`config.mk`:
```
export PLATFORM = sky130hd
export DESIGN_NAME = verinject_injection_scheduler
export DESIGN_NICKNAME = d
export VERILOG_FILES = /design/src/rtl/verinject_injection_scheduler.sv
export SDC_FILE = /design/constraint.sdc
export NUM_CORES = 1
export LEC_CHECK = 0
export CORE_AREA = 2 2 174 176
export CTS_CLUSTER_SIZE = 16
export DETAILED_ROUTE_END_ITERATION = 16
export DIE_AREA = 0 0 176 178
export GPL_TIMING_DRIVEN = 0
export HOLD_SLACK_MARGIN = 0.02
export PLACE_DENSITY = 0.79
export SLEW_MARGIN = 20
export SYNTH_ARGS = -nofsm -noshare
export SYNTH_HDL_FRONTEND = slang
export SYNTH_SLANG_ARGS = --single-unit
```
`constraint.sdc`:
```
create_clock -name clock -period 4.05 [get_ports clock]
set_input_delay 1.0125 -clock clock [delete_from_list [all_inputs] [get_ports clock]]
set_output_delay 1.0125 -clock clock [all_outputs]
set_load 0.05 [all_outputs]
```
`src/rtl/verinject_injection_scheduler.sv`:
```
// verinject_injection_scheduler: timed FIFO of (cycle, bit index) commands driving the injector state bus.
// Optional per-command bursts are compiled in when VERINJECT_SCHED_BURST_EN is defined.
module verinject_injection_scheduler #(
   parameter int DEPTH      = 4,
   parameter int DEPTH_LOG2 = 2
) (
   input  logic                  clock,
   input  logic                  reset_n,
   input  logic                  cmd_valid,
   output logic                  cmd_ready,
   input  logic [31:0]           cmd_cycle,
   input  logic [31:0]           cmd_index,
`ifdef VERINJECT_SCHED_BURST_EN
   input  logic [7:0]            cmd_burst,
`endif
   input  logic                  run,
   input  logic                  clear_req,
   output logic [31:0]           verinject__injector_state,
   output logic [31:0]           cycle_count,
   output logic [DEPTH_LOG2:0]   pending,
   output logic                  late_flag,
   output logic                  bad_index_flag
);
   typedef enum logic [1:0] {IDLE, INJECT, CLEAR} state_t;
   state_t r_state, w_next;
   logic [31:0] r_cyc_mem [DEPTH];
   logic [31:0] r_idx_mem [DEPTH];
   logic [DEPTH_LOG2:0] r_wptr, r_rptr;
   logic [31:0] r_bus, r_cycle, w_bus_next, w_head_cyc, w_head_idx, w_offs;
   logic r_late, r_bad;
   logic w_reserved, w_push, w_pop, w_due, w_late_set, w_bad_set, w_last, w_early, w_cont;
   assign pending = r_wptr - r_rptr;
   assign cmd_ready = (pending != DEPTH[DEPTH_LOG2:0]) && !clear_req;
   assign w_reserved = cmd_index >= 32'hFFFF_FFFE;
   assign w_push = cmd_valid && cmd_ready && !w_reserved;
   assign w_head_cyc = r_cyc_mem[r_rptr[DEPTH_LOG2-1:0]];
   assign w_head_idx = r_idx_mem[r_rptr[DEPTH_LOG2-1:0]];
   assign w_due = run && (pending != '0) && (r_cycle >= w_head_cyc);
   assign verinject__injector_state = r_bus;
   assign cycle_count = r_cycle;
   assign late_flag = r_late;
   assign bad_index_flag = r_bad;
`ifdef VERINJECT_SCHED_BURST_EN
   logic [7:0] r_burst_mem [DEPTH];
   logic [7:0] r_rep;
   logic r_cont;
   logic [32:0] w_next_sum;
   // the next pulse of a burst must not land on a reserved code
   assign w_next_sum = {1'b0, w_head_idx} + {25'd0, r_rep} + 33'd1;
   assign w_early = (r_rep != r_burst_mem[r_rptr[DEPTH_LOG2-1:0]]) && (w_next_sum >= 33'h0_FFFF_FFFE);
   assign w_last = (r_rep == r_burst_mem[r_rptr[DEPTH_LOG2-1:0]]) || w_early;
   assign w_cont = r_cont;
   assign w_offs = {24'd0, r_rep};
   always_ff @(posedge clock)
      if (w_push) r_burst_mem[r_wptr[DEPTH_LOG2-1:0]] <= cmd_burst;
   always_ff @(posedge clock or negedge reset_n)
      if (!reset_n) begin
         r_rep  <= '0;
         r_cont <= 1'b0;
      end else if (r_state == INJECT) begin
         r_rep  <= w_last ? '0 : r_rep + 8'd1;
         r_cont <= !w_last && !clear_req;
      end else if (r_state == CLEAR) begin
         r_rep  <= '0;
         r_cont <= 1'b0;
      end
`else
   assign w_early = 1'b0;
   assign w_last = 1'b1;
   assign w_cont = 1'b0;
   assign w_offs = '0;
`endif
   always_comb begin
      w_next = IDLE;
      w_pop = 1'b0;
      case (r_state)
         IDLE:    w_next = clear_req ? CLEAR : (w_cont || w_due) ? INJECT : IDLE;
         INJECT: begin
            w_pop  = w_last;
            w_next = clear_req ? CLEAR : IDLE;
         end
         default: w_next = IDLE;
      endcase
      w_late_set = (r_state == IDLE) && (w_next == INJECT) && !w_cont && (w_head_cyc < r_cycle);
      w_bad_set = (cmd_valid && cmd_ready && w_reserved) || ((r_state == INJECT) && w_early);
      w_bus_next = (w_next == INJECT) ? w_head_idx + w_offs : (w_next == CLEAR) ? 32'hFFFF_FFFE : 32'hFFFF_FFFF;
   end
   always_ff @(posedge clock)
      if (w_push) begin
         r_cyc_mem[r_wptr[DEPTH_LOG2-1:0]] <= cmd_cycle;
         r_idx_mem[r_wptr[DEPTH_LOG2-1:0]] <= cmd_index;
      end
   always_ff @(posedge clock or negedge reset_n)
      if (!reset_n) begin
         r_state <= IDLE;
         r_bus   <= 32'hFFFF_FFFF;
         r_cycle <= '0;
         r_wptr  <= '0;
         r_rptr  <= '0;
         r_late  <= 1'b0;
         r_bad   <= 1'b0;
      end else begin
         r_state <= w_next;
         r_bus   <= w_bus_next;
         if (run) r_cycle <= r_cycle + 32'd1;
         if (w_push) r_wptr <= r_wptr + 1'b1;
         if (r_state == CLEAR) r_rptr <= r_wptr;
         else if (w_pop) r_rptr <= r_rptr + 1'b1;
         // a flag raised in the flush cycle itself survives the flush
         r_late  <= (r_late && r_state != CLEAR) || w_late_set;
         r_bad   <= (r_bad && r_state != CLEAR) || w_bad_set;
      end
endmodule

```
==> results.yml, run 1 <==
setup_path:
  timing.critical_path.from: "r_rptr[1]$_DFFE_PN0P_"
  critical_path.max_fanout: 10
  critical_path.startpoint_type: "register"
  rr_startpoint: "r_rptr[1]$_DFFE_PN0P_"
  timing_worst_setup_path_type: "register to register"
  endpoint_kind: "register"
  cp.arrival_ns: 4.27
  cp_data_required_time_ns: 4.47
drt:
  routed_wirelength_microns: 27110
  drt_pass1_iterations: 5
  residual_drc: 0
  routed_via_density: 5.332
  routed_via_count: 6894
  detail_route.iter0.violations: 543
  route.detailed.wl_per_inst_microns: 20.96
  drt.antenna.violating_nets: 0
synthesis:
  netlist_instances: 698
  async_reset_ff_share_pct: 22.42
  yosysUniqueCellTypes: 43
  yosys-top-cells-area: "sky130_fd_sc_hd__edfxtp_1 59%, sky130_fd_sc_hd__mux4_2 11%, sky130_fd_sc_hd__dfrtp_1 8.0%"
  netlist_area_sq_um: 13110
  yosys.area.top_type: "sky130_fd_sc_hd__edfxtp_1"
  synth_flop_cell: "sky130_fd_sc_hd__edfxtp_1"
  postSynthNetCount: 810
  synth_seq_area_share_pct: 73.09
  synth-edff-count: 256
  postSynthRegisterBits: 330
  synthesis.yosys.warnings: 0
  synthesis.area_per_instance_sq_um: 18.78
  yosys.area.top_type_share_pct: 58.65
hold_path:
  hold_path_class: "input port to asynchronous set/reset pin"
timing:
  fin_crit_ns: 3.846
  setup_viol: 0
  timing_max_transition_violations_final: 0
  rsz0062_at_grt: "false"
  timing.max_slew.rel_slack_pct: 36.92
  finalHoldViolCount: 0
  max_clock_freq_mhz: 260.0
  final.setup_skew_ns: 0.01715
  fin_tns_setup_ns: 0
  post-route-period-util_pct: 94.97
  tightest_slew_ns: 0.9461
clock_tree:
  ctsHoldBuffers: 0
  clock_latency_ns: 0.50
  h_tree_depth: 2
  tritoncts.num_buffers: 35
  tritoncts_clock_tree: "yes"
  number_of_buffers_on_the_longest_clock_path: 3
  root_buffer_cell: "sky130_fd_sc_hd__clkbuf_16"
  clkTransAtPathRegs_ns: 0.06
  numClockSinks: 330
placement:
  dpl.cell_count: 1231
  detailed_place_hpwl_microns: 17650
  port-buffer-count: 138
  gp_congestion: 0.7445
final_layout:
  drive_gt1_share_pct: 18.60
  synthToLayoutAreaGrowth_pct: 23.65
  antenna_cells_inserted: 0
  stdcell_count: 1293
  layout.nets: 991
  postLayoutCoreUtil_pct: 55.12
run_status:
  outcome: "completed"
pwr:
  static-leakage-power_nw: 5.569
  clockPowerShare_pct: 28.1
  power-per-cell-area_nw_per_um2: 645.3
  switching_share_pct: 30.67
  p_sw_mw: 3.207
  vdd.ir_drop.worst_mv: 0.4073
  power.internal_mw: 7.250
  pwr-share-seq_pct: 41.4
  share_comb_of_total_power_pct: 30.5
floorplanning:
  floorplan.die.width_microns: 176
  dieArea_sq_um: 31330
  std_cell_rows: 63
  pin_count: 139
  die_height_microns: 178
  effective_utilization_at_floorplan_pct: 44.58
  fp.coreArea_sq_um: 29400
global_routing:
  grt_antenna_before_repair: 0
  grt_start_max_net_pins: 49
  grt_util_met2_pct: 31.07
  grt_pass1_vias: 7424
  total_global_routing_track_utilization_pct: 17.72
  globalRouteMet3Util_pct: 4.156
  grt_first_pass_wirelength_microns: 41770
  groute.layer.met1.usage_pct: 22.21
  grt_overflow: 0
  gr-max-usage-layer: "met2"
flow_run:
  max-cap-violations: 0
-- what timing repair did --
action | in CTS | in global routing
endpoints found under the hold margin | 0 | 0
pin swaps | 1 | 0
buffers inserted | 2 | 0
endpoints found under the setup margin | 35 | 6
resized for setup | 7 | 4
-- stage by stage --
step                setup WS, ns  total power [mW]  instance area (sq um)  hold WS, ns
floorplan                 0.1483             6.584                  13130       0.5148
global placement         -0.9653             7.496                  14990       0.4878
detailed placement       -0.7446             7.627                  15120       0.4963
CTS                      0.04910             10.62                  16210       0.4141
global route            0.008717             10.99                  16210       0.4322
finish                    0.2038             10.46                  16210       0.4292
-- final timing paths --
path	to	slack, ns	depth (start not counted)
max reg2reg	verinject__injector_state[14]$_DFF_PN1_	0.20	11
min	cycle_count[22]$_DFFE_PN0P_	0.43	1
min in group clock	cycle_count[26]$_DFFE_PN0P_	0.51	1
min reg2reg	cycle_count[26]$_DFFE_PN0P_	0.51	1
max	verinject__injector_state[14]$_DFF_PN1_	0.20	11
max in group asynchronous	verinject__injector_state[10]$_DFF_PN1_	2.98	2
-- logic make-up after synthesis --
kind of cell | count (synthesis) | synth area share, %
buffers and inverters | 62 | 2.033
and+or+nand+nor | 122 | 5.241
AOI/OAI and AO/OA | 41 | 2.062
adders and majority gates | 43 | 4.162
muxes | 65 | 11.07
xor gates and xnor gates | 35 | 2.339
DFF | 330 | 73.09
-- state kept, by name (all words and copies together) (netlist names) --
register                   flops
r_wptr                         3
r_idx_mem                    128
verinject__injector_state     32
late_flag                      1
r_rptr                         3
r_state                        2
cycle_count                   32
bad_index_flag                 1
r_cyc_mem                    128
-- metal layers --
| layer | routed length [microns] | vias to the layer above |
|---|---|---|
| li1 | - | 3088 |
| met1 | 11050 | 3535 |
| met2 | 13730 | 225 |
| met3 | 1765 | 46 |
| met4 | 561 | 0 |
| met5 | 0 | - |
-- cell type report --
type	instances	area (sq um)
Inverter	42	157.7
Buffer	19	113.9
Multi-Input combinational cell	306	3299
Tap cell	390	488.0
Fill cell	2240	13200
Clock inverter	14	90.09
Clock buffer	47	950.9
Sequential cell	330	9579
Timing Repair Buffer	145	1526
-- critical path, stage by stage (launching register included) --
cell,delay [ns]
sky130_fd_sc_hd__dfrtp_1,0.41
sky130_fd_sc_hd__clkbuf_2,0.37
sky130_fd_sc_hd__clkbuf_1,0.55
sky130_fd_sc_hd__mux4_2,0.41
sky130_fd_sc_hd__ha_1,0.34
sky130_fd_sc_hd__nand4_1,0.24
sky130_fd_sc_hd__nor4_4,0.52
sky130_fd_sc_hd__nand3_1,0.18
sky130_fd_sc_hd__a221oi_4,0.30
sky130_fd_sc_hd__buf_12,0.16
sky130_fd_sc_hd__buf_6,0.16
sky130_fd_sc_hd__nand2b_1,0.10
-- cell usage after synthesis (4+ instances only) --
library cell	count
sky130_fd_sc_hd__clkbuf_1	7
sky130_fd_sc_hd__o21ai_0	8
sky130_fd_sc_hd__nor2_1	7
sky130_fd_sc_hd__dfstp_2	32
sky130_fd_sc_hd__and2_1	4
sky130_fd_sc_hd__nand4_1	21
sky130_fd_sc_hd__buf_2	5
sky130_fd_sc_hd__ha_1	42
sky130_fd_sc_hd__mux4_2	64
sky130_fd_sc_hd__edfxtp_1	256
sky130_fd_sc_hd__nor4_1	7
sky130_fd_sc_hd__nand2b_1	31
sky130_fd_sc_hd__nand2_1	23
sky130_fd_sc_hd__inv_1	42
sky130_fd_sc_hd__xnor2_1	33
sky130_fd_sc_hd__dfrtp_1	42
sky130_fd_sc_hd__nand3_1	11
sky130_fd_sc_hd__a21oi_1	16
sky130_fd_sc_hd__and3_1	9
-- placed cells by master, fill, tap and decap left out, drive strengths merged, types with 8 or more instances in the layout --
master	instances
o21ai	8
xnor2	33
dfrtp	42
clkbuf	57
mux4	64
buf	18
clkinv	11
dfstp	32
edfxtp	256
a21oi	16
nand3	11
nand2	23
and3	9
ha	42
nand4	22
inv	43
clkdlybuf4s50	135
nand2b	31
-- power by group through the flow --
| stage | registers [mW] | clock network, mW | logic, mW |
|---|---|---|---|
| after detailed placement | 4.40 | 0 | 3.22 |
| after floorplan | 4.64 | 0 | 1.94 |
| after CTS | 4.34 | 3.01 | 3.27 |
| after global routing | 4.37 | 3.15 | 3.47 |
| after global placement | 4.40 | 0 | 3.10 |
| final | 4.33 | 2.94 | 3.19 |
Note: power is estimated with default switching activity, not from simulation.
==> run 2: changes to the inputs <==
--- a/config.mk
+++ b/config.mk
@@ -5,13 +5,16 @@
 export SDC_FILE = /design/constraint.sdc
 export NUM_CORES = 1
 export LEC_CHECK = 0
-export CORE_AREA = 2 2 174 176
+export ABC_CLOCK_PERIOD_IN_PS = 4050
+export CELL_PAD_IN_SITES_DETAIL_PLACEMENT = 0
+export CELL_PAD_IN_SITES_GLOBAL_PLACEMENT = 2
+export CORE_AREA = 2 2 189 191
 export CTS_CLUSTER_SIZE = 16
 export DETAILED_ROUTE_END_ITERATION = 16
-export DIE_AREA = 0 0 176 178
+export DIE_AREA = 0 0 191 193
 export GPL_TIMING_DRIVEN = 0
 export HOLD_SLACK_MARGIN = 0.02
-export PLACE_DENSITY = 0.79
+export PLACE_DENSITY_LB_ADDON = 0.1
 export SLEW_MARGIN = 20
 export SYNTH_ARGS = -nofsm -noshare
 export SYNTH_HDL_FRONTEND = slang
==> run 2 against run 1 <==
  * Worst setup slack gained 0.098 ns
  * First-iteration DRC count shrank 45%
  * Power grew 3.5%
  * Maximum frequency grew 2.6%
  * Critical endpoint is now verinject__injector_state[15]$_DFF_PN1_
  * Register-to-register slack gained 0.098 ns
  * Flip-flop and latch count is the same
  * Critical path depth grew 1
  * Largest cell class unchanged
  * Core utilization shrank 7.9 points
  * Combinational power is essentially flat
  * Largest power group unchanged
==> results.yml, run 2 (same netlist as run 1, synthesis figures left out) <==
clock_tree:
  h_tree_depth: 2
  numClockSinks: 330
  clkTransAtPathRegs_ns: 0.06
  number_of_buffers_on_the_longest_clock_path: 3
  clock_latency_ns: 0.51
  root_buffer_cell: "sky130_fd_sc_hd__clkbuf_16"
  tritoncts_clock_tree: "yes"
  tritoncts.num_buffers: 37
placement:
  detailed_place_hpwl_microns: 18920
  gp_congestion: 0.7337
  port-buffer-count: 138
  dpl-instance-area_sq_um: 15250
setup_path:
  timing.reg2reg.worst_path_depth: 12
  max_stage_delay_ns: 0.57
  critical-path-slowest-cell: "sky130_fd_sc_hd__mux4_2"
  cp_data_required_time_ns: 4.48
  endpoint_kind: "register"
  path_common_cell: "sky130_fd_sc_hd__buf_6"
  timing.critical_path.from: "r_rptr[0]$_DFFE_PN0P_"
  cp.arrival_ns: 4.18
  critical_path.max_fanout: 19
  critical_path.startpoint_type: "register"
  rr_startpoint: "r_rptr[0]$_DFFE_PN0P_"
  timing.critical_path.cells: "buf_6 > buf_4 > mux4_2 > ha_1 > nand4_2 > nor3_2 > a21boi_1 > o41a_1 > a221oi_4 > buf_12 > buf_6 > nand2b_1"
  endpoint: "verinject__injector_state[15]$_DFF_PN1_"
  critical_path.reg2reg.endpoint: "verinject__injector_state[15]$_DFF_PN1_"
  ff2ff_setup_slack_ns: 0.30
  timing_worst_setup_path_type: "register to register"
pwr:
  power-per-cell-area_nw_per_um2: 656.0
  power.internal_mw: 7.560
  p_sw_mw: 3.259
  pwr-share-seq_pct: 40.1
  share_comb_of_total_power_pct: 29.8
  vdd.ir_drop.worst_mv: 0.3278
  switching_share_pct: 30.12
  clockPowerShare_pct: 30.1
  static-leakage-power_nw: 5.654
drt:
  routed_via_count: 6737
  detail_route.iter0.violations: 299
  drt_pass1_iterations: 4
  routed_wirelength_microns: 28720
  route.detailed.wl_per_inst_microns: 20.95
  residual_drc: 0
  drt.antenna.violating_nets: 0
  routed_via_density: 4.914
global_routing:
  grt_overflow: 0
  grt_antenna_before_repair: 1
  grt_pass1_vias: 7356
  total_global_routing_track_utilization_pct: 15.98
  grt_first_pass_wirelength_microns: 43900
  grt_start_max_net_pins: 48
timing:
  max_clock_freq_mhz: 266.8
  timing.max_slew.rel_slack_pct: 37.85
  fin_tns_setup_ns: 0
  timing_max_transition_violations_final: 0
  final.setup_skew_ns: 0.01603
  post-route-period-util_pct: 92.54
  fin_crit_ns: 3.748
  tightest_slew_ns: 0.9322
  setup_viol: 0
  finalHoldViolCount: 0
  rsz0062_at_grt: "false"
  fin_hold_ws_ns: 0.4487
final_layout:
  most_frequent_cells_in_the_layout: "256 x sky130_fd_sc_hd__edfxtp_1, 135 x sky130_fd_sc_hd__clkdlybuf4s50_1, 64 x sky130_fd_sc_hd__mux4_2"
  synthToLayoutAreaGrowth_pct: 25.83
  filler_instances: 3015
  drive_gt1_share_pct: 19.56
  antenna_cells_inserted: 0
  finish.instance_area_sq_um: 16490
  layout.nets: 995
  mostFrequentLayoutCell: "sky130_fd_sc_hd__edfxtp_1"
run_status:
  outcome: "completed"
floorplanning:
  fp.coreArea_sq_um: 34960
  pin_count: 139
  dieArea_sq_um: 36860
  std_cell_rows: 69
  effective_utilization_at_floorplan_pct: 37.48
  die_height_microns: 193
  floorplan.die.width_microns: 191
hold_path:
  hold_path_class: "input port to asynchronous set/reset pin"
flow_run:
  max-cap-violations: 0
## run 2: changes by cell type in the layout (fill, tap and decap cells not counted), sizes merged
cell and delta:
clkinv -5, clkinvlp +1, buf +3, inv +1, clkbuf +4, bufinv +3
## run 2: worst max-delay path, delay by kind of cell (launching register included)
family | cells | cell delay, ns
and+or+nand+nor | 3 | 0.32
adders and majority gates | 1 | 0.32
AOI/OAI and AO/OA | 3 | 0.98
DFF | 1 | 0.48
buffers and inverters | 4 | 0.96
muxes | 1 | 0.57
## run 2: power by group through the flow
stage          combinational, mW  sequential, mW  clock [mW]
6_report                    3.22            4.34        3.26
5_1_grt                     3.54            4.38        3.49
4_1_cts                     3.31            4.34        3.35
3_5_place_dp                3.27            4.41           0
3_3_place_gp                3.16            4.41           0
2_1_floorplan               1.94            4.64           0
## run 2: layout make-up
type,instances,area (sq um),share of cell area [%]
Buffer,19,118.9,0.7207
Clock buffer,52,1012,6.138
Clock inverter,14,176.4,1.070
Inverter,42,157.7,0.9559
Multi-Input combinational cell,306,3304,20.04
Sequential cell,330,9579,58.08
Tap cell,461,576.8,3.497
Timing Repair Buffer,147,1567,9.498
## run 2: how the worst min path moves through the flow
stage,start,endpoint,slack [ns]
after floorplan,r_wptr[2]$_DFFE_PN0P_,r_wptr[2]$_DFFE_PN0P_,0.51
after global placement,cycle_count[26]$_DFFE_PN0P_,cycle_count[26]$_DFFE_PN0P_,0.49
after detailed placement,cycle_count[26]$_DFFE_PN0P_,cycle_count[26]$_DFFE_PN0P_,0.49
after CTS,reset_n,cycle_count[7]$_DFFE_PN0P_,0.45
after global routing,reset_n,cycle_count[7]$_DFFE_PN0P_,0.46
final,reset_n,cycle_count[7]$_DFFE_PN0P_,0.45
## run 2: metal layers
layer  up-vias  part of all wire, %  GRT usage (%)
met3        33                  4.2          3.186
met4         0                  1.7          3.488
met2       120                   52          28.43
met5         -                    0              0
met1      3491                   42          20.28
li1       3093                    -              -
## run 2: what timing repair did
action,in CTS,in global routing
pin swaps,1,0
gates resized for setup,9,5
hold buffers,0,0
setup endpoints to repair,35,34
buffers inserted,2,0
## run 2: metrics by stage
stage	total power [mW]	util (%)	worst slack, ns	instances
final	10.82	47.17	0.3022	1371
after detailed placement	7.679	43.61	-0.8758	1304
after CTS	11.00	47.15	0.05169	1371
after floorplan	6.584	-	0.1483	698
after global routing	11.41	47.17	0.02114	1371
after global placement	7.570	43.14	-1.263	1297
==> run 3: changes to the inputs <==
--- a/config.mk
+++ b/config.mk
@@ -5,13 +5,13 @@
 export SDC_FILE = /design/constraint.sdc
 export NUM_CORES = 1
 export LEC_CHECK = 0
-export ABC_CLOCK_PERIOD_IN_PS = 4050
+export ABC_CLOCK_PERIOD_IN_PS = 4230
 export CELL_PAD_IN_SITES_DETAIL_PLACEMENT = 0
 export CELL_PAD_IN_SITES_GLOBAL_PLACEMENT = 2
-export CORE_AREA = 2 2 189 191
+export CORE_AREA = 2 2 178 180
 export CTS_CLUSTER_SIZE = 16
 export DETAILED_ROUTE_END_ITERATION = 16
-export DIE_AREA = 0 0 191 193
+export DIE_AREA = 0 0 180 182
 export GPL_TIMING_DRIVEN = 0
 export HOLD_SLACK_MARGIN = 0.02
 export PLACE_DENSITY_LB_ADDON = 0.1
==> constraint.sdc (replaced) <==
create_clock -name clock -period 4.23 [get_ports clock]
set_input_delay 1.0575 -clock clock [delete_from_list [all_inputs] [get_ports clock]]
set_output_delay 1.0575 -clock clock [all_outputs]
set_load 0.05 [all_outputs]
==> run 3 against run 2 <==
  * Largest cell class unchanged
  * Clock power down 3%
  * Non-clock buffer count down 4
  * Count of clock-buffer cells in the layout shrank 4
  * Final cell count down 4.4%
  * Critical path type is now register to output port
==> results.yml, run 3 (same netlist as run 1, synthesis figures left out) <==
drt:
  routed_wirelength_microns: 27480
  drt_pass1_iterations: 4
  detail_route.iter0.violations: 375
  route.detailed.wl_per_inst_microns: 20.96
  routed_via_density: 5.198
  drt.antenna.violating_nets: 0
  residual_drc: 0
  routed_via_count: 6815
floorplanning:
  effective_utilization_at_floorplan_pct: 42.30
  dieArea_sq_um: 32760
  std_cell_rows: 65
  die_height_microns: 182
  fp.coreArea_sq_um: 30990
  pin_count: 139
  floorplan.die.width_microns: 180
timing:
  setup_viol: 0
  rsz0062_at_grt: "false"
  final.setup_skew_ns: 0.01070
  max_clock_freq_mhz: 244.4
  finalHoldViolCount: 0
  tightest_slew_ns: 0.9067
  timing_max_transition_violations_final: 0
  timing.max_slew.rel_slack_pct: 39.55
  fin_crit_ns: 4.092
  post-route-period-util_pct: 96.73
  fin_tns_setup_ns: 0
flow_run:
  max-cap-violations: 0
global_routing:
  globalRouteMet3Util_pct: 3.771
  grt_antenna_before_repair: 2
  grt_pass1_vias: 7555
  grt_start_max_net_pins: 49
  grt_first_pass_wirelength_microns: 43200
  grt_util_met2_pct: 30.10
  gr-max-usage-layer: "met2"
  total_global_routing_track_utilization_pct: 17.22
  grt_overflow: 0
  groute.layer.met1.usage_pct: 22.05
clock_tree:
  numClockSinks: 330
  number_of_buffers_on_the_longest_clock_path: 3
  tritoncts.num_buffers: 37
  clkTransAtPathRegs_ns: 0.06
  tritoncts_clock_tree: "yes"
  root_buffer_cell: "sky130_fd_sc_hd__clkbuf_16"
  ctsHoldBuffers: 0
  clock_latency_ns: 0.51
  h_tree_depth: 2
final_layout:
  drive_gt1_share_pct: 19.49
  filler_instances: 2455
  layout.nets: 991
  stdcell_count: 1311
  synthToLayoutAreaGrowth_pct: 24.91
  mostFrequentLayoutCell: "sky130_fd_sc_hd__edfxtp_1"
  most_frequent_cells_in_the_layout: "256 x sky130_fd_sc_hd__edfxtp_1, 136 x sky130_fd_sc_hd__clkdlybuf4s50_1, 64 x sky130_fd_sc_hd__mux4_2"
  finish.instance_area_sq_um: 16370
placement:
  dpl.cell_count: 1243
  dpl-instance-area_sq_um: 15130
  gp_congestion: 0.7254
  detailed_place_hpwl_microns: 17680
  port-buffer-count: 138
pwr:
  static-leakage-power_nw: 5.638
  vdd.ir_drop.worst_mv: 0.3538
  power_mw: 10.33
  power-per-cell-area_nw_per_um2: 630.9
setup_path:
  cp.arrival_ns: 3.03
  path_delay_family: "buffers and inverters"
  critical-path-slowest-cell: "sky130_fd_sc_hd__clkdlybuf4s50_1"
  cp_data_required_time_ns: 3.17
  rr_startpoint: "r_rptr[0]$_DFFE_PN0P_"
  critical_path.max_fanout: 4
  max_stage_delay_ns: 0.90
  critPathBufInv: 2
  timing.critical_path.from: "r_wptr[0]$_DFFE_PN0P_"
  critical_path.startpoint_type: "register"
  timing_worst_setup_path_type: "register to output port"
  timing.critical_path.cells: "inv_1 > ha_1 > fa_1 > xnor2_1 > xnor2_1 > clkdlybuf4s50_1"
  path_common_cell: "sky130_fd_sc_hd__xnor2_1"
  endpoint_kind: "output port"
hold_path:
  hold_path_class: "input port to asynchronous set/reset pin"
run_status:
  outcome: "completed"
## run 3: cell type report
| class | instances | area (sq um) | share of cell area (%) |
|---|---|---|---|
| repair buffers | 143 | 1508 | 9.210 |
| well taps | 402 | 503.0 | 3.072 |
| inverters | 42 | 157.7 | 0.9630 |
| clock buffers | 48 | 1010 | 6.168 |
| multi-input cells | 306 | 3292 | 20.11 |
| plain buffers | 19 | 115.1 | 0.7031 |
| diodes | 1 | 2.502 | 0.01529 |
| flip-flops and latches | 330 | 9579 | 58.51 |
| clock inverters | 20 | 203.9 | 1.246 |
## run 3: metrics by stage
step / setup slack [ns] / hold WS [ns] / utilization [%]
final: 0.1383 / 0.4684 / 52.83
after floorplan: 0.1623 / 0.4820 / -
after detailed placement: -0.5282 / 0.4964 / 48.84
after global routing: 0.004842 / 0.4855 / 52.82
after global placement: -0.9724 / 0.4893 / 48.42
after CTS: 0.03911 / 0.4643 / 52.82
## run 3: timing repair
action / in CTS / in global routing
pin swaps: 0 / 0
resized for setup: 8 / 2
cloned: 0 / 0
buffers inserted: 0 / 0
endpoints found under the setup margin: 34 / 30
## run 3: power by group
part / total [mW] / internal (mW) / switching [mW]
Combinational: 3.01 / 1.31 / 1.70
Sequential: 4.15 / 3.99 / 0.168
Clock: 3.17 / 1.93 / 1.23
Total: 10.3 / 7.23 / 3.10
## run 3: worst register-to-register path: cells and delay by family (launching register included)
kind | cells | cell delay (ns)
AO/OA/AOI/OAI | 1 | 0.55
AND/OR/NAND/NOR | 4 | 1.00
flip-flops | 1 | 0.47
buffers and inverters | 3 | 1.00
multiplexers | 1 | 0.55
adder cells (fa/ha/maj) | 1 | 0.31
## run 3: metal layers
layer	vias up	wire length, microns
li1	3088	-
met5	-	16
met1	3554	11850
met4	2	371
met2	138	13950
met3	33	1288
## run 3: path summary, 6_finish.rpt
| check | end | slack [ns] | cells after the start |
|---|---|---|---|
| min in group clock | cycle_count[21]$_DFFE_PN0P_ | 0.50 | 1 |
| max in group asynchronous | verinject__injector_state[26]$_DFF_PN1_ | 3.09 | 2 |
| min reg2reg | cycle_count[21]$_DFFE_PN0P_ | 0.50 | 1 |
| max | pending[2] | 0.14 | 6 |
| max reg2reg | verinject__injector_state[8]$_DFF_PN1_ | 0.28 | 10 |
| min | cycle_count[7]$_DFFE_PN0P_ | 0.47 | 1 |
